==> src/rtl/pipe_ctrl_pkg.sv <==
// +----------------------------------------------------------------------+
// | pipe_ctrl_pkg: shared encodings for the pipeline hazard controller.  |
// | Revision: 1.0                                                        |
// +----------------------------------------------------------------------+
`default_nettype none

package pipe_ctrl_pkg;

  typedef enum logic [1:0] {
    RUN      = 2'd0,
    REDIRECT = 2'd1,
    MEM_WAIT = 2'd2
  } state_e;

  localparam logic [4:0] REG_ZERO = 5'd0;

endpackage

`default_nettype wire

==> src/rtl/sat_counter.sv <==
// +----------------------------------------------------------------------+
// | sat_counter: W-bit event counter that sticks at all-ones.            |
// | Revision: 1.0                                                        |
// +----------------------------------------------------------------------+
`default_nettype none

module sat_counter #(
  parameter int W = 32
) (
  input  logic         clk,
  input  logic         rst_n,
  input  logic         inc,
  input  logic         clr,
  output logic [W-1:0] cnt
);

  logic [W-1:0] cnt_q;

  always_ff @(posedge clk or negedge rst_n) begin
    if (!rst_n) begin
      cnt_q <= '0;
    end else if (clr) begin
      cnt_q <= '0;
    end else if (inc && (cnt_q != '1)) begin
      cnt_q <= cnt_q + 1'b1;
    end
  end

  assign cnt = cnt_q;

endmodule

`default_nettype wire

==> src/rtl/pipe_hazard_ctrl.sv <==
// +----------------------------------------------------------------------+
// | pipe_hazard_ctrl: load-use, branch-flush and memory-wait sequencing. |
// | Revision: 1.0                                                        |
// +----------------------------------------------------------------------+
`default_nettype none

module pipe_hazard_ctrl
  import pipe_ctrl_pkg::*;
#(
  parameter int XLEN         = 32,
  parameter int FLUSH_CYCLES = 2,
  parameter int CNTW         = 32
) (
  input  logic            clk,
  input  logic            rst_n,
  input  logic [4:0]      D_rs1,
  input  logic [4:0]      D_rs2,
  input  logic            D_use_rs1,
  input  logic            D_use_rs2,
  input  logic            EX_ld,
  input  logic            EX_we,
  input  logic [4:0]      EX_rd,
  input  logic            EX_brn_taken,
  input  logic            MEM_req,
  input  logic            MEM_ready,
  output logic            F_stall,
  output logic            D_stall,
  output logic            EX_stall,
  output logic            D_flush,
  output logic            F_flush,
  output logic            pc_redirect,
  output logic [CNTW-1:0] stall_cnt,
  output logic [CNTW-1:0] flush_cnt
);

  localparam logic [2:0] FCNT_LOAD   = 3'(FLUSH_CYCLES - 1);
  localparam bit         MULTI_FLUSH = (FLUSH_CYCLES > 1);
  // XLEN only qualifies the output enable so the parameter stays referenced.
  localparam bit         XLEN_OK     = (XLEN > 0);

  state_e     state_q, state_d;
  logic [2:0] fcnt_q, fcnt_d;

  logic w_memwait, w_load_use, w_active;
  logic w_f_stall, w_d_stall, w_ex_stall, w_f_flush, w_d_flush, w_redirect;

  assign w_memwait  = MEM_req & ~MEM_ready;
  assign w_load_use = EX_ld & EX_we & (EX_rd != REG_ZERO) &
                      ((D_use_rs1 & (D_rs1 == EX_rd)) |
                       (D_use_rs2 & (D_rs2 == EX_rd)));

  always_comb begin
    state_d    = state_q;
    fcnt_d     = fcnt_q;
    w_f_stall  = 1'b0;
    w_d_stall  = 1'b0;
    w_ex_stall = 1'b0;
    w_f_flush  = 1'b0;
    w_d_flush  = 1'b0;
    w_redirect = 1'b0;
    if (w_memwait) begin
      // Everything freezes; a pending branch or load-use is retried on release.
      w_f_stall  = 1'b1;
      w_d_stall  = 1'b1;
      w_ex_stall = 1'b1;
      if (state_q == RUN) begin
        state_d = MEM_WAIT;
      end
    end else if (EX_brn_taken) begin
      w_redirect = 1'b1;
      w_f_flush  = 1'b1;
      w_d_flush  = 1'b1;
      fcnt_d     = FCNT_LOAD;
      state_d    = MULTI_FLUSH ? REDIRECT : RUN;
    end else if (state_q == REDIRECT) begin
      if (fcnt_q != 3'd0) begin
        w_f_flush = 1'b1;
        fcnt_d    = fcnt_q - 3'd1;
      end else begin
        state_d = RUN;
      end
    end else begin
      state_d = RUN;
      if (w_load_use) begin
        w_f_stall = 1'b1;
        w_d_flush = 1'b1;
      end
    end
  end

  always_ff @(posedge clk or negedge rst_n) begin
    if (!rst_n) begin
      state_q <= RUN;
      fcnt_q  <= 3'd0;
    end else begin
      state_q <= state_d;
      fcnt_q  <= fcnt_d;
    end
  end

  assign w_active    = rst_n & XLEN_OK;
  assign F_stall     = w_active & w_f_stall;
  assign D_stall     = w_active & w_d_stall;
  assign EX_stall    = w_active & w_ex_stall;
  assign F_flush     = w_active & w_f_flush;
  assign D_flush     = w_active & w_d_flush;
  assign pc_redirect = w_active & w_redirect;

  sat_counter #(.W(CNTW)) u_stall_cnt (
    .clk   (clk),
    .rst_n (rst_n),
    .inc   (F_stall),
    .clr   (1'b0),
    .cnt   (stall_cnt)
  );

  sat_counter #(.W(CNTW)) u_flush_cnt (
    .clk   (clk),
    .rst_n (rst_n),
    .inc   (pc_redirect),
    .clr   (1'b0),
    .cnt   (flush_cnt)
  );

endmodule

`default_nettype wire
==> config.mk <==
export PLATFORM = sky130hd
export DESIGN_NAME = pipe_hazard_ctrl
export DESIGN_NICKNAME = d
export VERILOG_FILES = /design/src/rtl/pipe_ctrl_pkg.sv /design/src/rtl/sat_counter.sv /design/src/rtl/pipe_hazard_ctrl.sv
export SDC_FILE = /design/constraint.sdc
export NUM_CORES = 1
export LEC_CHECK = 0
export CELL_PAD_IN_SITES_DETAIL_PLACEMENT = 0
export CELL_PAD_IN_SITES_GLOBAL_PLACEMENT = 1
export CORE_MARGIN = 1
export CORE_UTILIZATION = 41
export CTS_BUF_LIST = sky130_fd_sc_hd__clkbuf_8
export CTS_CLUSTER_DIAMETER = 40
export DETAILED_ROUTE_END_ITERATION = 10
export PLACE_DENSITY_LB_ADDON = 0.1
export REMOVE_ABC_BUFFERS = 1
export SYNTH_ARGS = -nofsm -noshare
export SYNTH_HDL_FRONTEND = slang
export SYNTH_SLANG_ARGS = --single-unit
==> constraint.sdc <==
create_clock -name clk -period 3.4 [get_ports clk]
set_clock_uncertainty 0.1 [all_clocks]
set_input_delay 0.68 -clock clk [delete_from_list [all_inputs] [get_ports clk]]
set_output_delay 0.68 -clock clk [all_outputs]
set_load 0.01 [all_outputs]
==> results.txt, run 1 <==
TritonCTS built the clock tree. The per-instance average area after synthesis was 10.29 sq um. The largest family of logic cells by synthesized area is simple AND/OR/NAND/NOR gates.

The class of the tightest hold or removal check is in2async. STA classifies the critical path endpoint as an output pin. The number of antenna diodes in the final layout is 0. The worst relative slew slack was 0.5245; the total buffers and inverters traversed by the critical path was 2. After floorplanning, the core was sized to cover 8217 sq um.

The worst stage delay on the critical path works out to 550 ps. The checks that failed: DRC. Compared with the post-synthesis result, the final layout area differs by 37.88%. The clock-pin slew of the registers on the worst-case setup and hold paths was 90 ps. The worst-case IR drop observed on VDD is 0.2091 mV. The slowest stage of the critical path is the clkdlybuf4s50_1 cell.

The HPWL reported at the end of detailed placement was 5699 um; the share of the synthesized area in the top cell type was 0.4978. In this run, distinct cell masters in the synthesized netlist total 40. The synthesized design contains 0 enable-type register cells. The maximum number of pins on one net before global-route repair is 43, and the quantity of I/O buffers inserted on ports is 93.

The multiplexer area fraction after synthesis works out to 0.006494. Share of synthesized cell area in and, or, nand and nor gates: 0.2457. The commonest cells after synthesis are dfrtp_1 (69), xnor2_1 (48), nand2_1 (36), nand3_1 (33), xor2_1 (25). In this run the worst path has a maximum fanout of 3. In this run the static leakage power is 2.055 nW. The multi-input combinational cell area was 1684 sq um; the die outline area was 8831 sq um. For the maximum clock frequency, the log shows 305.5 MHz.

The post-detailed-route via-to-cell ratio was 5.121. Setup repair after global routing left no endpoint under its margin. The tools report the type of element launching the critical path as an input port. The logs give 337 for the gate count of the mapped netlist and 13,020 um for the first-pass GRT wire length.

In this run the register-to-register setup slack is 900 ps. The layout has 752 filler cells. Counting every sink on the clock net gives 69. Dividing the detail-routed wire length by the instance count gives 14.42 um. The number of clock buffers added by TritonCTS is 9. After routing, the total negative slack on setup checks comes to 0 ps.

The tools report the area taken by flip-flops and latches as 1727 sq um. The tools report the clock insertion delay at the later pin of the skew report as 360 ps. The worst register-to-register path has a depth of 6. For the via count of the first global-routing pass, the log shows 2,711. In the post-synthesis netlist, the biggest area contributors are dfrtp_1 (50%), xnor2_1 (12%), xor2_1 (6.3%), nand3_1 (4.8%), nand2_1 (3.9%).

Summed over all instances, the cell type with the most area after synthesis is dfrtp_1. The cell chosen for the clock root was clkbuf_8. Shortest clock period the worst path allows after layout: 3273 ps. In this run the critical register-to-register path is captured at u_flush_cnt.cnt[31]. Power comes to 0.002029 W. Worst setup path endpoint: F_stall. For the part of the Yosys area used for sequential elements, the log shows 0.4978. Measured along the x axis, the die boundary spans 93.98 um. Data on the critical path arrives at its endpoint at 2490 ps. The count of routing violations after the opening detailed-route iteration is 110, and the register bit total from synthesis is 69. STA puts the critical path data required time at 2620 ps. The worst-margin pin slew was 711.6 ps. For the post-route DRC violation count, the log shows 2. The area share of fa/ha/maj cells after synthesis is 0.01443, and the initial antenna violation count is 0. In this run the deepest clock path goes through 2 buffers. The critical path in this run is classified as in2out.

For the final count of hold timing violations, the log shows 0. The floorplan has 33 rows. The most common cell in the synthesized netlist is dfrtp_1. The share of the clock period used by the worst path after layout came out at 0.9626. The first detailed-routing pass took 7 iterations. Worst slack at placement: 107.0 ps. The detail route stage leaves a number of antenna-violating nets equal to 0. The kind of cell with the highest combined delay along the critical path is buffers and inverters. The final standard cell utilization of the core was 0.5820.

The fraction of layout cells with a size suffix above 1 is 0.08036, and the power density normalized to cell area is 424.4 nW/um^2. Traced cell by cell, the critical path runs through clkdlybuf4s50_1 > xnor2_1 > nand4_1 > o22ai_2 > a31o_2 > clkdlybuf4s50_1. The final max-slew violation count came out at 0.

The logs give 127.0 ps for the least setup slack across all paths after layout and 94 for the number of placed I/O pins. The total standard cell area after synthesis is 3468 sq um. Max-cap violations in this run came to 0. Routability congestion estimate: 0.7910. The most used flip-flop cell after synthesis is dfrtp_1.

After detailed routing, the total wire length is 7973 um. For the via count, the log shows 2,832. The critical path starts at EX_rd[4]. The run finished, with violations left.

The number of setup violations in the final report came out at 0. The overall fraction of global-route tracks in use came out at 0.1930. The critical path runs through a total of 6 cells. The Yosys step of the flow raised 0 warnings. The share of synthesized flip-flops with an asynchronous set or reset was 1.000; the post-layout net count was 472. The effective utilization at floorplan is 0.4221, and the compound-cell area share of the yosys netlist is 0.02670. Launch point of the worst reg-to-reg path: u_flush_cnt.cnt[6]. The total global routing overflow came out at 0. In this run the number of H-tree levels came out at 3. The most frequent cell on the critical path was clkdlybuf4s50_1. Measured along the y axis, the die boundary spans 93.98 um.

The synthesized-area fraction occupied by xor and xnor cells works out to 0.1890.
how the worst min path moves through the flow:
stage / end / slack, ps / cells past startpoint
3_5_place_dp: state_q[0] / 360 / 2
5_1_grt: u_stall_cnt.cnt[16] / 130 / 1
2_1_floorplan: fcnt_q[0] / 280 / 0
3_3_place_gp: state_q[0] / 360 / 2
6_report: u_stall_cnt.cnt[12] / 120 / 1
4_1_cts: u_stall_cnt.cnt[16] / 130 / 1
logic make-up (layout without fill, tap and decap cells):
family / Yosys count / after routing
AOI/OAI and AO/OA: 14 / 14
and+or+nand+nor: 157 / 157
DFF: 69 / 69
muxes: 2 / 2
adders and majority gates: 4 / 4
buffers and inverters: 17 / 128
xor gates and xnor gates: 74 / 74
report_power, final:
group | leakage (nW) | internal [W] | total, W | switching (W)
clock network | 0.101 | 0.000409 | 0.000730 | 0.000321
logic | 1.02 | 0.000194 | 0.000346 | 0.000151
registers | 0.929 | 0.000881 | 0.000954 | 0.0000727
layer usage:
metal  share of wire  vias up  global-route usage
li1                -     1387                   -
met1            0.45     1359              0.2452
met3           0.063       13             0.05987
met4           0.014        0             0.06538
met5               0        -                   0
met2            0.47       73              0.3108
state kept, by name (all words and copies together), names as in the netlist:
signal           cells
u_stall_cnt.cnt     32
u_flush_cnt.cnt     32
state_q              2
fcnt_q               3
timing repair:
| item | in CTS | in global routing |
|---|---|---|
| endpoints found under the setup margin | 0 | 2 |
| endpoints found under the hold margin | 0 | 0 |
| hold buffers | 0 | 0 |
| resized for setup | 0 | 2 |
| setup buffers | 0 | 0 |
final cells by class:
cell class / count / area share
timing repair buffer: 100 / 0.2046
inverter: 13 / 0.01020
sequential: 69 / 0.3611
multi-input combinational: 251 / 0.3522
clock buffer: 9 / 0.02590
tap: 105 / 0.02747
clock inverter: 6 / 0.01858
through the flow:
stage	hold WS [ps]	area (sq um)	std cells
floorplan	284.4	3448	333
detailed placement	356.4	4558	538
CTS	131.2	4771	553
global placement	355.8	4558	538
finish	123.9	4782	553
global route	125.7	4782	553
placed cells by master, fill, tap and decap left out, drive strengths merged, types with 3 or more instances in the layout:
master / n
nor4: 9
nand4: 22
dfrtp: 69
nand2b: 3
clkdlybuf4s50: 92
and2: 3
and3: 6
xor2: 25
nor2b: 3
clkbuf: 9
ha: 4
or3: 3
xnor2: 49
buf: 8
nand2: 36
and4: 3
a21oi: 5
nand3: 33
nor3: 18
nor2: 14
inv: 13
Power figures use the tool's default switching activity.
==> run 2, diff against run 1 <==
==> constraint.sdc (replaced) <==
create_clock -name clk -period 3.4 [get_ports clk]
set_clock_uncertainty 0.1 [all_clocks]
set_input_delay 1.02 -clock clk [delete_from_list [all_inputs] [get_ports clk]]
set_output_delay 1.02 -clock clk [all_outputs]
set_load 0.01 [all_outputs]
==> run 2 against run 1 <==
- core utilization grew 4.8 points
- routed wire length grew 6.6%
- maximum frequency shrank 3.0%
- cell count grew 5.6%
- power grew 2.1%
- combinational power grew 7.8%
- clock-buffer cell count grew 1
- the run still ends with DRC left
- sequential cell count is the same
==> results.txt, run 2 (synthesis results as in run 1) <==
Clock-pin slew of the registers on the worst-case setup and hold paths: 70 ps. Summed over all cells, the static leakage comes to 2.389 nW. In this run the worst path has a maximum fanout of 2.

The length of the first detailed-routing pass in iterations was 7; the arrival time reported for the critical path endpoint was 2250 ps. The die outline height came out at 93.98 um. The quantity of I/O buffers inserted on ports came out at 93. Dividing the detail-routed wire length by the instance count gives 14.56 um. Cell chosen for the clock root: clkbuf_8. The tools report the via count of the first global-routing pass as 2,776.

The wire length after detailed routing is 8501 um. Measured along the x axis, the die boundary spans 93.98 um. In this run the core area contains 33 standard-cell rows. The region available for standard cell placement spans 8217 sq um.

At the worst endpoint, the required time is 2280 ps. Walking the worst path, the cells encountered are clkdlybuf4s50_1 > xnor2_1 > nand2_1 > o22ai_2 > a31o_2 > buf_2. The type of element launching the critical path was an input port. The final max-slew violation count is 0, and the met2 wire length is 4045 um.

The logs give 0.3833 for the worst relative slew slack and 0 for the number of nets with antenna violations after detailed routing. Highest signal layer in the routed design: met4. Fraction of layout cells with a size suffix above 1: 0.1691. The worst setup path is captured at an output pin.

The power density normalized to cell area came out at 400.1 nW/um^2. Effective utilization at floorplan: 0.4221. For the clock insertion delay at the later pin of the skew report, the log shows 340 ps. The share of the clock period used by the worst path after layout works out to 0.9926.

The proportion of total power due to net switching was 0.2640; the layout overhead on the synthesized area was 49.31%. The least setup slack across all paths after layout was 25.23 ps. Post-detailed-route via-to-cell ratio: 5.029. The repair_antennas step left the layout with diodes totalling 0. Setup violations remaining at the end of the flow were counted as 0.

VDD sags by at most 0.2290 mV. Timing would allow up to 296.3 MHz. The switching power is 0.0005471 W, and the length of routed met3 wiring is 458 um. The first global-routing pass estimated 13,260 um of wire.

For the via count, the log shows 2,937. The top cell types in the final layout, fill and taps aside, are clkdlybuf4s50_1 (71), dfrtp_1 (69), xnor2_1 (47), nand2_1 (36), buf_4 (34). Final instance area: 5179 sq um.

In this design, the stage delay of the slowest critical-path cell is 510 ps. The final reports fail on DRC. For the number of hold-repair buffers added at the cts stage, the log shows 0. The total global routing overflow is 0. The number of clock buffers added by TritonCTS is 9. The run finished, with violations left. Among all stages on the critical path, the largest delay is contributed by clkdlybuf4s50_1. The run gives 3 as the number of H-tree levels. The design draws 0.002072 W. The initial antenna violation count is 0, and the fill cell instance count of the final layout is 705. TritonCTS built the clock tree. For the proportion of power drawn by combinational gates, the log shows 0.180. Broken down by cell family, the worst path's largest delay share belongs to buffers and inverters.

For the number of placed instances with taps included, the log shows 557. For the share of power burned in registers, the log shows 0.460. The class of the tightest hold or removal check was reg2reg. Together, buffers and inverters on the worst path number 2. Detailed placement finished with a half-perimeter wire length of 5785 um. For the worst-case clock buffer depth, the log shows 2. The logs give 1809 sq um for the multi-input combinational cell area and 99 for the count of routing violations after the opening detailed-route iteration.

Entering global routing, the biggest net connects 55 pins. The worst-margin pin slew works out to 922.5 ps. The tools report the die outline area as 8831 sq um. The internal portion of the total power is 0.001525 W. Routability-driven placement finished with a final weighted congestion of 0.7871. The tools report the final count of hold timing violations as 0.

Counting every sink on the clock net gives 69. The net count of the finished layout is 502. In the final routing, the length of wire on met1 measures 3874 um. Before CTS, the worst setup slack after placement is -588.3 ps. The shortest clock period the worst path allows after layout is 3375 ps, and the overall fraction of global-route tracks in use is 0.1950.

Leaving out fill and tap cells, the most frequent cell in the layout is clkdlybuf4s50_1. The run gives 0 as the number of max-capacitance violations reported. The tools report the number of placed I/O pins as 94.

The worst setup path is of the in2out kind. The placed instances occupy a cell area of 4701 sq um. Once layout is complete, the cells apart from fillers number 584.

In the final layout, flip-flops and latches occupy 1727 sq um. Clock network fraction of total power: 0.360. In the routed design, unresolved DRC markers number 2.
-- run 2: cell type report --
class / instances / share of cell area
Multi-Input combinational cell: 251 / 0.3494
Timing Repair Buffer: 130 / 0.2389
Sequential cell: 69 / 0.3334
Clock inverter: 6 / 0.01691
Inverter: 13 / 0.009423
Clock buffer: 10 / 0.02658
Tap cell: 105 / 0.02537
-- run 2: metrics by stage --
step | utilization | setup TNS (ps) | hold WS [ps]
detailed placement | 0.5721 | -2038 | 364.8
finish | 0.6303 | 0 | 380.5
CTS | 0.6106 | -174.8 | 381.6
global placement | 0.5721 | -1948 | 354.2
floorplan | - | 0 | 337.8
global route | 0.6303 | -101.7 | 390.8
-- run 2: path summary, 6_finish.rpt --
check / from / to / slack [ps] / cells after the start
max: D_rs1[1] / F_stall / 30 / 6
min: state_q[0] / state_q[0] / 380 / 2
max reg2reg: u_stall_cnt.cnt[5] / u_stall_cnt.cnt[28] / 890 / 7
min reg2reg: state_q[0] / state_q[0] / 380 / 2
max in group asynchronous: rst_n / u_stall_cnt.cnt[23] / 1880 / 2
min in group asynchronous: rst_n / fcnt_q[2] / 400 / 1
-- run 2: worst register-to-register path, delay by kind of cell (launching register included) --
kind | cells | cell delay, ps
xor+xnor | 1 | 170
simple gates | 5 | 1510
buf+inv | 1 | 170
flops | 1 | 440
-- run 2: power groups by stage --
stage | sequential, W | combinational (W) | clock [W]
finish | 0.000954 | 0.000373 | 0.000745
global route | 0.000965 | 0.000409 | 0.000791
global placement | 0.000966 | 0.000354 | 0
CTS | 0.000953 | 0.000365 | 0.000764
detailed placement | 0.000966 | 0.000364 | 0
floorplan | 0.000975 | 0.000146 | 0
-- run 2: timing repair --
action	in CTS	in global routing
buffers inserted	6	3
endpoints found under the setup margin	6	19
pin swaps	9	22
gates cloned	0	2
resized for setup	33	26
-- run 2: layer usage --
metal  GRT usage  vias to the layer above
met4     0.07692                        0
met5           0                        -
met1      0.2457                     1410
met2      0.3236                       68
li1            -                     1448
met3     0.04369                       11
